File: src/rtl/serv_rf_ram_bridge.sv
// rtl/serv_rf_ram_bridge.sv - bit-serial RF requests serviced against a dual-port RF RAM
// Optional: RF_RAM_ZERO_X0_EN makes register 0 read as zero without touching the RAM.
module serv_rf_ram_bridge #(
  parameter int WIDTH    = 2,
  parameter int WITH_CSR = 1,
  localparam int RW = 5 + WITH_CSR,
  localparam int LW = $clog2(WIDTH),
  localparam int AW = RW + 5 - LW
) (
  input  logic             i_clk,
  input  logic             i_rst_n,
  input  logic             i_rreq,
  input  logic             i_wreq,
  output logic             o_ready,
  input  logic [RW-1:0]    i_rreg0,
  input  logic [RW-1:0]    i_rreg1,
  output logic             o_rdata0,
  output logic             o_rdata1,
  input  logic [RW-1:0]    i_wreg0,
  input  logic [RW-1:0]    i_wreg1,
  input  logic             i_wen0,
  input  logic             i_wen1,
  input  logic             i_wdata0,
  input  logic             i_wdata1,
  output logic [AW-1:0]    o_waddr,
  output logic [WIDTH-1:0] o_wdata,
  output logic             o_wen,
  output logic [AW-1:0]    o_raddr,
  output logic             o_ren,
  input  logic [WIDTH-1:0] i_rdata
);

  typedef enum logic [1:0] {IDLE, READ, WRITE} state_t;

  state_t           state, state_nxt;
  logic [5:0]       cnt;
  logic [RW-1:0]    rreg0, rreg1, wreg0, wreg1;
  logic             wen0, wen1;
  logic [WIDTH-1:0] rhold0, rsh0, rsh1;
  logic [WIDTH-1:0] wsh0, wsh1, whold1;
  logic             ph0_q, ph1_q;
  logic             rd_ph0, rd_ph1, wr_ph0, wr_ph1;
  logic             zero0, zero1;
  logic [4:0]       wcnt;
  logic [RW+4:0]    raddr_full, waddr_full;
  logic             unused_bits;

  always_ff @(posedge i_clk) begin
    if (!i_rst_n) state <= IDLE;
    else          state <= state_nxt;
  end

  always_comb begin
    state_nxt = state;
    case (state)
      IDLE:        if (i_wreq) state_nxt = WRITE;
                   else if (i_rreq) state_nxt = READ;
      READ, WRITE: if (cnt == 6'd34) state_nxt = IDLE;
      default:     state_nxt = IDLE;
    endcase
  end

  // cnt counts cycles since the request; both transactions end at cnt == 34
  always_ff @(posedge i_clk) begin
    if (!i_rst_n) begin
      cnt    <= '0;
      ph0_q  <= 1'b0;
      ph1_q  <= 1'b0;
      rreg0  <= '0;
      rreg1  <= '0;
      wreg0  <= '0;
      wreg1  <= '0;
      wen0   <= 1'b0;
      wen1   <= 1'b0;
      rhold0 <= '0;
      rsh0   <= '0;
      rsh1   <= '0;
      wsh0   <= '0;
      wsh1   <= '0;
      whold1 <= '0;
    end else begin
      cnt   <= (state == IDLE) ? 6'd0 : cnt + 6'd1;
      ph0_q <= rd_ph0;
      ph1_q <= rd_ph1;
      if (state == IDLE && i_wreq) begin
        wreg0 <= i_wreg0;
        wreg1 <= i_wreg1;
        wen0  <= i_wen0;
        wen1  <= i_wen1;
      end
      if (state == IDLE && i_rreq && !i_wreq) begin
        rreg0 <= i_rreg0;
        rreg1 <= i_rreg1;
      end
      // port0 word lands one cycle early and waits in rhold0 while the previous word drains
      if (ph0_q) rhold0 <= i_rdata;
      if (ph1_q) begin
        rsh0 <= rhold0;
        rsh1 <= i_rdata;
      end else begin
        rsh0 <= rsh0 >> 1;
        rsh1 <= rsh1 >> 1;
      end
      if (state == WRITE) begin
        wsh0 <= {i_wdata0, wsh0[WIDTH-1:1]};
        wsh1 <= {i_wdata1, wsh1[WIDTH-1:1]};
      end
      if (wr_ph0) whold1 <= wsh1;
    end
  end

  always_comb begin
    rd_ph0 = (state == READ) && !cnt[5] && (cnt[LW-1:0] == '0);
    rd_ph1 = (state == READ) && !cnt[5] && (cnt[LW-1:0] == LW'(1));
    wr_ph0 = (state == WRITE) && (cnt >= 6'(WIDTH)) && (cnt <= 6'd32) && (cnt[LW-1:0] == '0);
    wr_ph1 = (state == WRITE) && (cnt > 6'(WIDTH)) && (cnt <= 6'd33) && (cnt[LW-1:0] == LW'(1));
`ifdef RF_RAM_ZERO_X0_EN
    zero0 = (rreg0 == '0);
    zero1 = (rreg1 == '0);
`else
    zero0 = 1'b0;
    zero1 = 1'b0;
`endif
    raddr_full = {rd_ph0 ? rreg0 : rreg1, cnt[4:0]};
    // last bit of the just-completed word; 5-bit wrap covers the final words
    wcnt       = cnt[4:0] - (wr_ph1 ? 5'd2 : 5'd1);
    waddr_full = {wr_ph1 ? wreg1 : wreg0, wcnt};
    o_ren      = (rd_ph0 && !zero0) || (rd_ph1 && !zero1);
    o_raddr    = o_ren ? raddr_full[RW+4:LW] : '0;
    o_wen      = (wr_ph0 && wen0) || (wr_ph1 && wen1);
    o_waddr    = o_wen ? waddr_full[RW+4:LW] : '0;
    o_wdata    = o_wen ? (wr_ph0 ? wsh0 : whold1) : '0;
    o_ready    = ((state == READ) && (cnt == 6'd2)) || ((state == WRITE) && (cnt == 6'd34));
    o_rdata0   = (state == READ) && (cnt >= 6'd3) && !zero0 && rsh0[0];
    o_rdata1   = (state == READ) && (cnt >= 6'd3) && !zero1 && rsh1[0];
  end

  assign unused_bits = &{1'b0, raddr_full[LW-1:0], waddr_full[LW-1:0]};

endmodule
File: config.mk
export PLATFORM = sky130hd
export DESIGN_NAME = serv_rf_ram_bridge
export DESIGN_NICKNAME = d
export VERILOG_FILES = /design/src/rtl/serv_rf_ram_bridge.sv
export SDC_FILE = /design/constraint.sdc
export NUM_CORES = 1
export LEC_CHECK = 0
export BUFFER_PORTS_ARGS = -buffer_cell sky130_fd_sc_hd__buf_4
export CORE_ASPECT_RATIO = 1.1
export CORE_UTILIZATION = 55
export DETAILED_ROUTE_END_ITERATION = 12
export GPL_TIMING_DRIVEN = 0
export PLACE_DENSITY = 0.81
export SYNTH_ARGS = -nofsm -noshare
export SYNTH_HDL_FRONTEND = slang
export SYNTH_SLANG_ARGS = --single-unit
File: constraint.sdc
create_clock -name i_clk -period 3.45 [get_ports i_clk]
set_input_delay 0 -clock i_clk [delete_from_list [all_inputs] [get_ports i_clk]]
set_output_delay 0 -clock i_clk [all_outputs]
set_load 0.05 [all_outputs]
==> results of run 1 <==
## layout make-up
cell class                 instances  share of cell area, %
buffer                            19                   2.93
clock buffer                       6                   2.21
clock inverter                     2                   1.07
inverter                           9                   1.03
multi-input combinational        197                   39.3
sequential                        48                   29.2
tap                               52                   1.98
timing repair buffer              88                   22.3
## logic make-up (layout without fill, tap and decap cells)
group / count (synthesis) / after routing / share of synthesized area (%)
xor+xnor: 7 / 7 / 2.57
fa+ha+maj: 9 / 9 / 5.04
flops: 48 / 48 / 40.3
buf+inv: 28 / 124 / 5.46
compound gates: 40 / 40 / 13.1
simple gates: 118 / 118 / 23.3
mux: 23 / 23 / 10.2
## how the worst max path moves through the flow
stage	start	end	cells past startpoint
floorplan	cnt[2]	o_waddr[2]	10
global placement	cnt[2]	o_waddr[2]	11
detailed placement	cnt[2]	o_waddr[2]	11
CTS	cnt[2]	o_waddr[2]	11
global route	cnt[2]	o_waddr[2]	11
finish	cnt[2]	o_waddr[2]	11
## per-layer routing
layer,part of all wire [%],routed length (microns)
met1,42,2420
met2,53,3060
met4,1.5,84
met5,0,0
met3,3.9,227
## critical path, cell delays in order, from the launching register on
cell and delay, ps:
dfxtp_1 320, buf_6 130, or3_4 400, a211o_1 340, buf_6 160, nor3b_1 320
inv_1 90, ha_1 280, a211oi_1 270, xnor2_1 150, nor2_1 50, buf_4 180
## power by group
| part | internal [mW] | switching, mW | total [mW] |
|---|---|---|---|
| Sequential | 0.621 | 0.0490 | 0.670 |
| Clock | 0.215 | 0.186 | 0.401 |
| Combinational | 0.227 | 0.306 | 0.533 |
## what timing repair did
action	in CTS	in global routing
setup buffers	0	0
hold endpoints to repair	31	0
endpoints found under the setup margin	0	0
hold buffers	29	0
## sequential cells by signal (all words and copies together) (netlist names), 6 cells and up
| name | count |
|---|---|
| rreg0 | 6 |
| wreg1 | 6 |
| cnt | 6 |
| wreg0 | 6 |
| rreg1 | 6 |
## cell usage after synthesis, types with 2 or more instances
cell	number	share of area (%)
nor2b_1	11	2.9
dfxtp_1	48	40
and2_1	4	1.1
ha_1	8	4.2
o21ai_0	3	0.63
xor2_1	3	1.1
and3_1	6	1.6
nor3b_1	2	0.63
a32o_1	2	0.84
inv_1	9	1.4
a21boi_0	26	8.2
nand2_1	47	7.4
nor2_1	26	4.1
clkbuf_1	13	2.0
mux2i_1	22	9.2
buf_6	3	1.4
nand3_1	14	2.9
xnor2_1	4	1.5
o311a_2	2	0.95
## metrics by stage
step                      instances  total power, mW  cell area, sq um  hold slack (ps)
after floorplan                 273             1.04              2380              145
after global placement          384             1.16              2890              236
after detailed placement        384             1.17              2890              243
after CTS                       421             1.59              3290             11.0
after global routing            421             1.70              3290             18.5
final                           421             1.60              3290             15.2
==> flow_metrics.tcl, run 1 <==
set metrics [dict create \
    power_density_nw_per_um2 488 \
    setup_ws_ps 453 \
    grt.busiest_layer "met2" \
    antenna_found_initial 0 \
    timing.slew.headroom_pct 57.3 \
    detail_route.vias_per_cell 5.15 \
    ys.flop_type "dfxtp_1" \
    hold_class "primary input to flip-flop" \
    worstPathMaxFanout 9 \
    use_met3_pct 6.29 \
    grt_pass1_vias 2167 \
    worstReg2RegEnd "whold1[0]" \
    start_kind "flip-flop" \
    number_of_buffers_between_clock_root_and_the_deepest_sink 2 \
    io_pins 61 \
    path_clk_slew_ps 90 \
    outcome "finished, final reports clean" \
    worst_setup_path_end_kind "output pin" \
    placement.io_buffers 59 \
    hold_end "rreg1[5]" \
    synthArstFlopShare_pct 0 \
    wl_microns 5790 \
    fin_worst_skew_ps 8.08 \
    detail_route.first_pass.iterations 4 \
    synth.distinct_cells 39 \
    ys_seq_area_share_pct 40.3 \
    postSynthRegisterBits 48 \
    globalRoute.totalOverflow 0 \
    detailroute.via_count 2169 \
    peakVddDrop_mv 0.356 \
    core_region_area_sq_um 4050 \
    average_cell_area_after_synthesis_sq_um 8.73 \
    number_of_enable_type_register_cells_in_the_synthesized_netlist 0 \
    drv_slew 0 \
    initial_core_util_pct 58.8 \
    cp.required_ps 3450 \
    critical_path_class "flip-flop to output pin" \
    hold_viol_final 0 \
    finalCoreUtilization_pct 81.1 \
    max_slew.worst_pin.slew_ps 641 \
    most-common-layout-cells "59 x buf_4, 48 x dfxtp_1, 47 x nand2_1" \
    fp-row-count 24 \
    synthesis.yosys.warnings 0 \
    post_synth_instance_area_sq_um 2380 \
    syn_nets 316 \
    worstSkewPairLatency_ps 300 \
    fraction_of_final_layout_cells_with_drive_strength_greater_than_1_pct 21.7 \
    numClockSinks 48 \
    final_nets 411 \
    postSynthCellCount 273 \
    setup_violations 0 \
    p_leak_nw 1.41 \
    use_met1_pct 30.7 \
    grt_first_pass_wirelength_microns 9650 \
    holdPathStages 3 \
    ctsResizeCount 0 \
    insertedDiodeCount 0 \
    place.detailed.hpwl_microns 3670 \
    cp_data_arrival_time_ps 3000 \
    clock-root-buffer "clkbuf_8" \
    initialDrtViolationCount 98 \
    area_enclosed_by_the_die_boundary_sq_um 4600 \
    route.detailed.drc 0 \
    dpl_worst_slack_ps 787 \
    finalCritPeriodShare_pct 86.9 \
    post_drt_wl_per_cell_microns 13.8 \
    dieWidth_microns 64.8 \
    grt_usage_pct 27.4 \
    cts_made_buffers 5 \
    tritoncts_clock_tree "built" \
    rrSetupSlack_ps 1470 \
    finalWeightedCongestion 0.756 \
    multiInputGateArea_sq_um 1290 \
    reg2regPathDepth 7 \
    vertical_extent_of_the_die_microns 71.0 \
    grt_use_met2_pct 50.1 \
    rsz0062_at_grt "no" \
    htreeDepth 2 \
    most_common_library_cell_in_the_layout_ignoring_fill_and_taps "buf_4" \
    layout_min_cycle_time_ps 3000 \
    reg2reg_from "state[0]" \
    fill_cells 274 \
    maxCapViolCount 0 \
    min_from "i_rreq" \
    antenna_violating_nets_post_route 0 \
    max_freq_mhz 334 \
    footprint_of_the_flip_flops_and_latches_sq_um 961 \
    grt_max_degree 15 \
    flow.area_growth_from_synthesis_pct 38.0 \
    timing.setup.tns_ps 0 \
]
Power figures use the tool's default switching activity.
==> run 2, diff against run 1 <==
--- a/config.mk
+++ b/config.mk
@@ -8,6 +8,7 @@
 export BUFFER_PORTS_ARGS = -buffer_cell sky130_fd_sc_hd__buf_4
 export CORE_ASPECT_RATIO = 1.1
 export CORE_UTILIZATION = 55
+export CTS_CLUSTER_SIZE = 30
 export DETAILED_ROUTE_END_ITERATION = 12
 export GPL_TIMING_DRIVEN = 0
 export PLACE_DENSITY = 0.81
==> constraint.sdc (replaced) <==
create_clock -name i_clk -period 3.45 [get_ports i_clk]
set_input_delay 0.345 -clock i_clk [delete_from_list [all_inputs] [get_ports i_clk]]
set_output_delay 0.345 -clock i_clk [all_outputs]
set_load 0.05 [all_outputs]
==> run 2 against run 1 <==
Against the previous run: critical path depth stayed put; largest power group unchanged; cell area decreased by 8.7%; sequential power barely moved; die area stayed put; sequential share of layout area grew 2.8 points; final cell count down 6.9%; largest cell class unchanged; setup slack worse by 220 ps; global-route usage shrank 4.0 points.
==> flow_metrics.tcl, run 2 (synthesis results as in run 1) <==
set metrics [dict create \
    drv_slew 0 \
    most_common_library_cell_in_the_layout_ignoring_fill_and_taps "buf_4" \
    hold_viol_final 0 \
    most-common-layout-cells "59 x buf_4, 48 x dfxtp_1, 47 x nand2_1" \
    globalRoute.totalOverflow 0 \
    io_pins 61 \
    net-switching-power_mw 0.522 \
    hold_end "rsh1[1]" \
    holdPathStages 2 \
    max_slew.worst_pin.slew_ps 632 \
    fp-row-count 24 \
    post_drt_wl_per_cell_microns 12.7 \
    cts_made_buffers 5 \
    hold_class "primary input to flip-flop" \
    rsz0062_at_grt "no" \
    sequentialPowerShare_pct 42.7 \
    htreeDepth 2 \
    placed_instance_area_sq_um 2890 \
    power.switching_fraction_pct 33.4 \
    worst_setup_path_end_kind "output pin" \
    start_kind "flip-flop" \
    reg2reg_from "state[0]" \
    setup_ws_ps 229 \
    dpl_worst_slack_ps 442 \
    placement.io_buffers 59 \
    timing.slew.headroom_pct 57.9 \
    numClockSinks 48 \
    maxCapViolCount 0 \
    finalCoreUtilization_pct 74.1 \
    fin_worst_skew_ps 6.73 \
    route.detailed.drc 0 \
    final_cell_count_no_fill 392 \
    setup_violations 0 \
    critical_path_class "flip-flop to output pin" \
    wl_microns 4980 \
    dpl.cell_count 384 \
    area_enclosed_by_the_die_boundary_sq_um 4600 \
    worstPathMaxFanout 9 \
    total_power_mw 1.56 \
    dieWidth_microns 64.8 \
    whs_ps 272 \
    peakVddDrop_mv 0.350 \
    flow.area_growth_from_synthesis_pct 26.1 \
    clock-root-buffer "clkbuf_8" \
    finalWeightedCongestion 0.756 \
    place.detailed.hpwl_microns 3670 \
    number_of_buffers_between_clock_root_and_the_deepest_sink 2 \
    outcome "finished, final reports clean" \
    insertedDiodeCount 0 \
    path_clk_slew_ps 90 \
    worstSkewPairLatency_ps 300 \
    reg2regPathDepth 7 \
    cts_setup_buffers 0 \
    grt_usage_pct 23.4 \
    tritoncts_clock_tree "built" \
    min_from "i_rdata[1]" \
    vertical_extent_of_the_die_microns 71.0 \
    worstReg2RegEnd "whold1[0]" \
    detail_route.first_pass.iterations 4 \
    rrSetupSlack_ps 1480 \
    grt_first_pass_wirelength_microns 8290 \
    layout_min_cycle_time_ps 3220 \
    antenna_violating_nets_post_route 0 \
    cp_data_arrival_time_ps 2880 \
    timing.setup.tns_ps 0 \
    grt_max_degree 15 \
    relative_contribution_of_the_clock_network_to_total_power_pct 25.5 \
    finalInstanceArea_sq_um 3000 \
    grt_pass1_vias 1886 \
    initialDrtViolationCount 110 \
    postCtsHoldBufs 0 \
    fill_cells 353 \
    p_int_mw 1.04 \
    initial_core_util_pct 58.8 \
    fraction_of_final_layout_cells_with_drive_strength_greater_than_1_pct 23.8 \
    finalCritPeriodShare_pct 93.4 \
    core_region_area_sq_um 4050 \
    max_freq_mhz 310 \
    power_density_nw_per_um2 521 \
    antenna_found_initial 0 \
    combinationalPowerShare_pct 31.9 \
    cp.required_ps 3110 \
    p_leak_nw 1.29 \
    detail_route.vias_per_cell 5.19 \
    final_nets 382 \
    detailroute.via_count 2035 \
]
==> run 2: how the worst max path moves through the flow <==
stage	start	end	slack, ps
finish	cnt[2]	o_waddr[2]	230
global route	cnt[2]	o_waddr[2]	60
CTS	cnt[2]	o_waddr[2]	80
detailed placement	cnt[2]	o_waddr[2]	440
global placement	cnt[2]	o_waddr[2]	470
floorplan	cnt[2]	o_waddr[2]	220
==> run 2: power by group through the flow <==
| stage | logic [mW] | clock network [mW] | registers [mW] |
|---|---|---|---|
| final | 0.499 | 0.398 | 0.667 |
| after floorplan | 0.375 | 0 | 0.667 |
| after CTS | 0.498 | 0.401 | 0.667 |
| after global placement | 0.483 | 0 | 0.677 |
| after detailed placement | 0.493 | 0 | 0.680 |
| after global routing | 0.562 | 0.430 | 0.677 |
==> run 2: metal layers <==
layer | share of wire, % | up-vias | track usage (%)
li1 | - | 1041 | -
met1 | 45 | 942 | 28.6
met2 | 49 | 47 | 39.6
met3 | 4.4 | 5 | 6.29
met4 | 1.2 | 0 | 7.41
met5 | 0 | - | 0
==> run 2: final cells by class <==
type,count,area [sq um],share of cell area [%]
Tap cell,52,65.1,2.17
Clock inverter,2,35.0,1.17
Clock buffer,6,72.6,2.42
Multi-Input combinational cell,197,1300,43.2
Buffer,19,96.3,3.21
Timing Repair Buffer,59,443,14.8
Sequential cell,48,961,32.0
Inverter,9,33.8,1.13
==> run 2: critical path: stages, from the launching register on <==
cell and delay, ps:
dfxtp_1 320, buf_6 130, or3_4 400, a211o_1 340
buf_6 160, nor3b_2 220, inv_1 70, ha_1 270
a211oi_1 270, xnor2_1 160, nor2_1 50, buf_4 180
==> run 2: repair_timing <==
| item | CTS | global route |
|---|---|---|
| gates resized for setup | 0 | 1 |
| endpoints found under the setup margin | 0 | 1 |
| hold endpoints to repair | 0 | 0 |
==> run 3, diff against run 2 <==
--- a/config.mk
+++ b/config.mk
@@ -6,12 +6,14 @@
 export NUM_CORES = 1
 export LEC_CHECK = 0
 export BUFFER_PORTS_ARGS = -buffer_cell sky130_fd_sc_hd__buf_4
-export CORE_ASPECT_RATIO = 1.1
+export CORE_ASPECT_RATIO = 0.75
 export CORE_UTILIZATION = 55
+export CTS_BUF_LIST = sky130_fd_sc_hd__clkbuf_16
 export CTS_CLUSTER_SIZE = 30
 export DETAILED_ROUTE_END_ITERATION = 12
 export GPL_TIMING_DRIVEN = 0
 export PLACE_DENSITY = 0.81
+export RECOVER_POWER = 25
 export SYNTH_ARGS = -nofsm -noshare
 export SYNTH_HDL_FRONTEND = slang
 export SYNTH_SLANG_ARGS = --single-unit
==> run 3 against run 2 <==
Against the previous run: setup slack got worse by 19 ps; clock power rose by 74%; non-clock buffer count did not move; die area barely moved; largest power group is now the clock network; critical path depth did not move; total power rose by 20%; sequential cell count did not move; critical endpoint unchanged; combinational power rose by 4.0%; clock skew fell by 2.4 ps; fmax fell by 0.60%; sequential share of layout area fell by 1.2 points; cell area rose by 3.9%.
==> flow_metrics.tcl, run 3 (synthesis results as in run 1) <==
set metrics [dict create \
    placement.io_buffers 59 \
    cts_made_buffers 5 \
    setup_violations 0 \
    critical-path-slowest-cell "or3_4" \
    sequentialPowerShare_pct 35.7 \
    fp-row-count 20 \
    peakVddDrop_mv 0.367 \
    finalCritPeriodShare_pct 93.9 \
    most_common_library_cell_in_the_layout_ignoring_fill_and_taps "buf_4" \
    worstSkewPairLatency_ps 290 \
    cp.required_ps 3110 \
    clock-root-buffer "clkbuf_16" \
    max_slew.worst_pin.slew_ps 726 \
    net-switching-power_mw 0.564 \
    detail_route.first_pass.iterations 4 \
    finalWeightedCongestion 0.794 \
    dieWidth_microns 78.0 \
    post_drt_wl_per_cell_microns 14.3 \
    power_density_nw_per_um2 603 \
    crit_family "simple AND/OR/NAND/NOR gates" \
    initial_core_util_pct 58.0 \
    relative_contribution_of_the_clock_network_to_total_power_pct 36.7 \
    maxCapViolCount 0 \
    antenna_found_initial 0 \
    detail_route.vias_per_cell 5.27 \
    htreeDepth 2 \
    grt_max_degree 16 \
    dpl_worst_slack_ps 418 \
    drv_slew 0 \
    path_clk_slew_ps 60 \
    antenna_violating_nets_post_route 0 \
    timing.slew.headroom_pct 51.6 \
    grt_first_pass_wirelength_microns 9450 \
    outcome "finished, final reports clean" \
    route.detailed.drc 0 \
    area_enclosed_by_the_die_boundary_sq_um 4600 \
    most-common-layout-cells "59 x buf_4, 48 x dfxtp_1, 47 x nand2_1" \
    vertical_extent_of_the_die_microns 59.0 \
    grt_usage_pct 26.7 \
    crit_buf_inv 4 \
    tritoncts_clock_tree "built" \
    p_leak_nw 1.35 \
    rsz0062_at_grt "no" \
    crit_chain "buf_6, or3_4, a211o_1, buf_6, nor3b_4, inv_1, ha_1, a211oi_1, xnor2_1, nor2_1, buf_4" \
    power.switching_fraction_pct 29.9 \
    final_nets 382 \
    cp_data_arrival_time_ps 2900 \
    critical_path_class "flip-flop to output pin" \
    wl_microns 5660 \
    flow.area_growth_from_synthesis_pct 30.9 \
    combinationalPowerShare_pct 27.6 \
    detailroute.via_count 2083 \
    p_int_mw 1.32 \
    place.detailed.hpwl_microns 3880 \
    fin_worst_skew_ps 4.38 \
    setup_ws_ps 210 \
    worstPathMaxFanout 9 \
    initialDrtViolationCount 181 \
    critical_path.most_common_cell "buf_6" \
    layout_min_cycle_time_ps 3240 \
    io_pins 61 \
    numClockSinks 48 \
    hold_class "primary input to flip-flop" \
    number_of_buffers_between_clock_root_and_the_deepest_sink 2 \
    worst_setup_path_end_kind "output pin" \
    insertedDiodeCount 0 \
    timing.setup.tns_ps 0 \
    max_freq_mhz 309 \
    fraction_of_final_layout_cells_with_drive_strength_greater_than_1_pct 23.8 \
    worst_path_largest_cell_delay_ps 400 \
    rrSetupSlack_ps 1300 \
    core_region_area_sq_um 4100 \
    hold_viol_final 0 \
    start_kind "flip-flop" \
    grt_pass1_vias 2007 \
    globalRoute.totalOverflow 0 \
]
==> run 3: cell count changes in the layout (fill, tap and decap cells not counted), sizes merged <==
| cell | change |
|---|---|
| clkbuf | -1 |
| clkinv | -1 |
| bufinv | +2 |
==> run 3: per-stage QoR <==
step / cells / instance area [sq um] / hold WS, ps / util (%) / power [mW]
finish: 395 / 3120 / 297 / 76.0 / 1.88
global route: 395 / 3120 / 309 / 76.0 / 1.98
CTS: 395 / 3110 / 298 / 75.9 / 1.88
detailed placement: 387 / 2890 / 458 / 70.5 / 1.19
global placement: 387 / 2890 / 451 / 70.5 / 1.17
floorplan: 273 / 2380 / 443 / - / 1.04
==> run 3: timing repair <==
item	4_1_cts	5_1_grt
hold buffers	0	0
hold endpoints to repair	0	0
endpoints found under the setup margin	1	1
cloned	0	0
gates resized for setup	1	1
pin swaps	0	0
setup buffers	0	0
==> run 3: power groups by stage <==
stage,combinational (mW),clock (mW),sequential (mW)
finish,0.519,0.691,0.672
global route,0.571,0.729,0.682
CTS,0.516,0.695,0.670
detailed placement,0.503,0,0.682
global placement,0.488,0,0.678
floorplan,0.375,0,0.667
==> run 3: metal layers <==
metal / part of all wire [%] / routed length [microns] / vias up / track usage, %
met3: 5.8 / 326 / 10 / 6.77
met2: 47 / 2630 / 75 / 44.8
met1: 46 / 2600 / 959 / 34.8
met5: 0 / 0 / - / 0
li1: - / - / 1039 / -
met4: 1.7 / 99 / 0 / 7.41
==> run 3: path summary, 6_finish.rpt <==
| path | start | to | cells past startpoint |
|---|---|---|---|
| setup / recovery | cnt[2] | o_waddr[2] | 11 |
| hold reg to reg | wreg0[5] | wreg0[5] | 2 |
| hold / removal | i_rdata[1] | rsh1[1] | 2 |
| setup reg to reg | state[0] | whold1[0] | 7 |
==> run 3: layout make-up <==
class,count,area (sq um)
plain buffers,19,95.1
clock buffers,5,125
clock inverters,3,90.1
fillers,326,985
inverters,9,33.8
multi-input cells,197,1300
flip-flops and latches,48,961
well taps,55,68.8
repair buffers,59,443
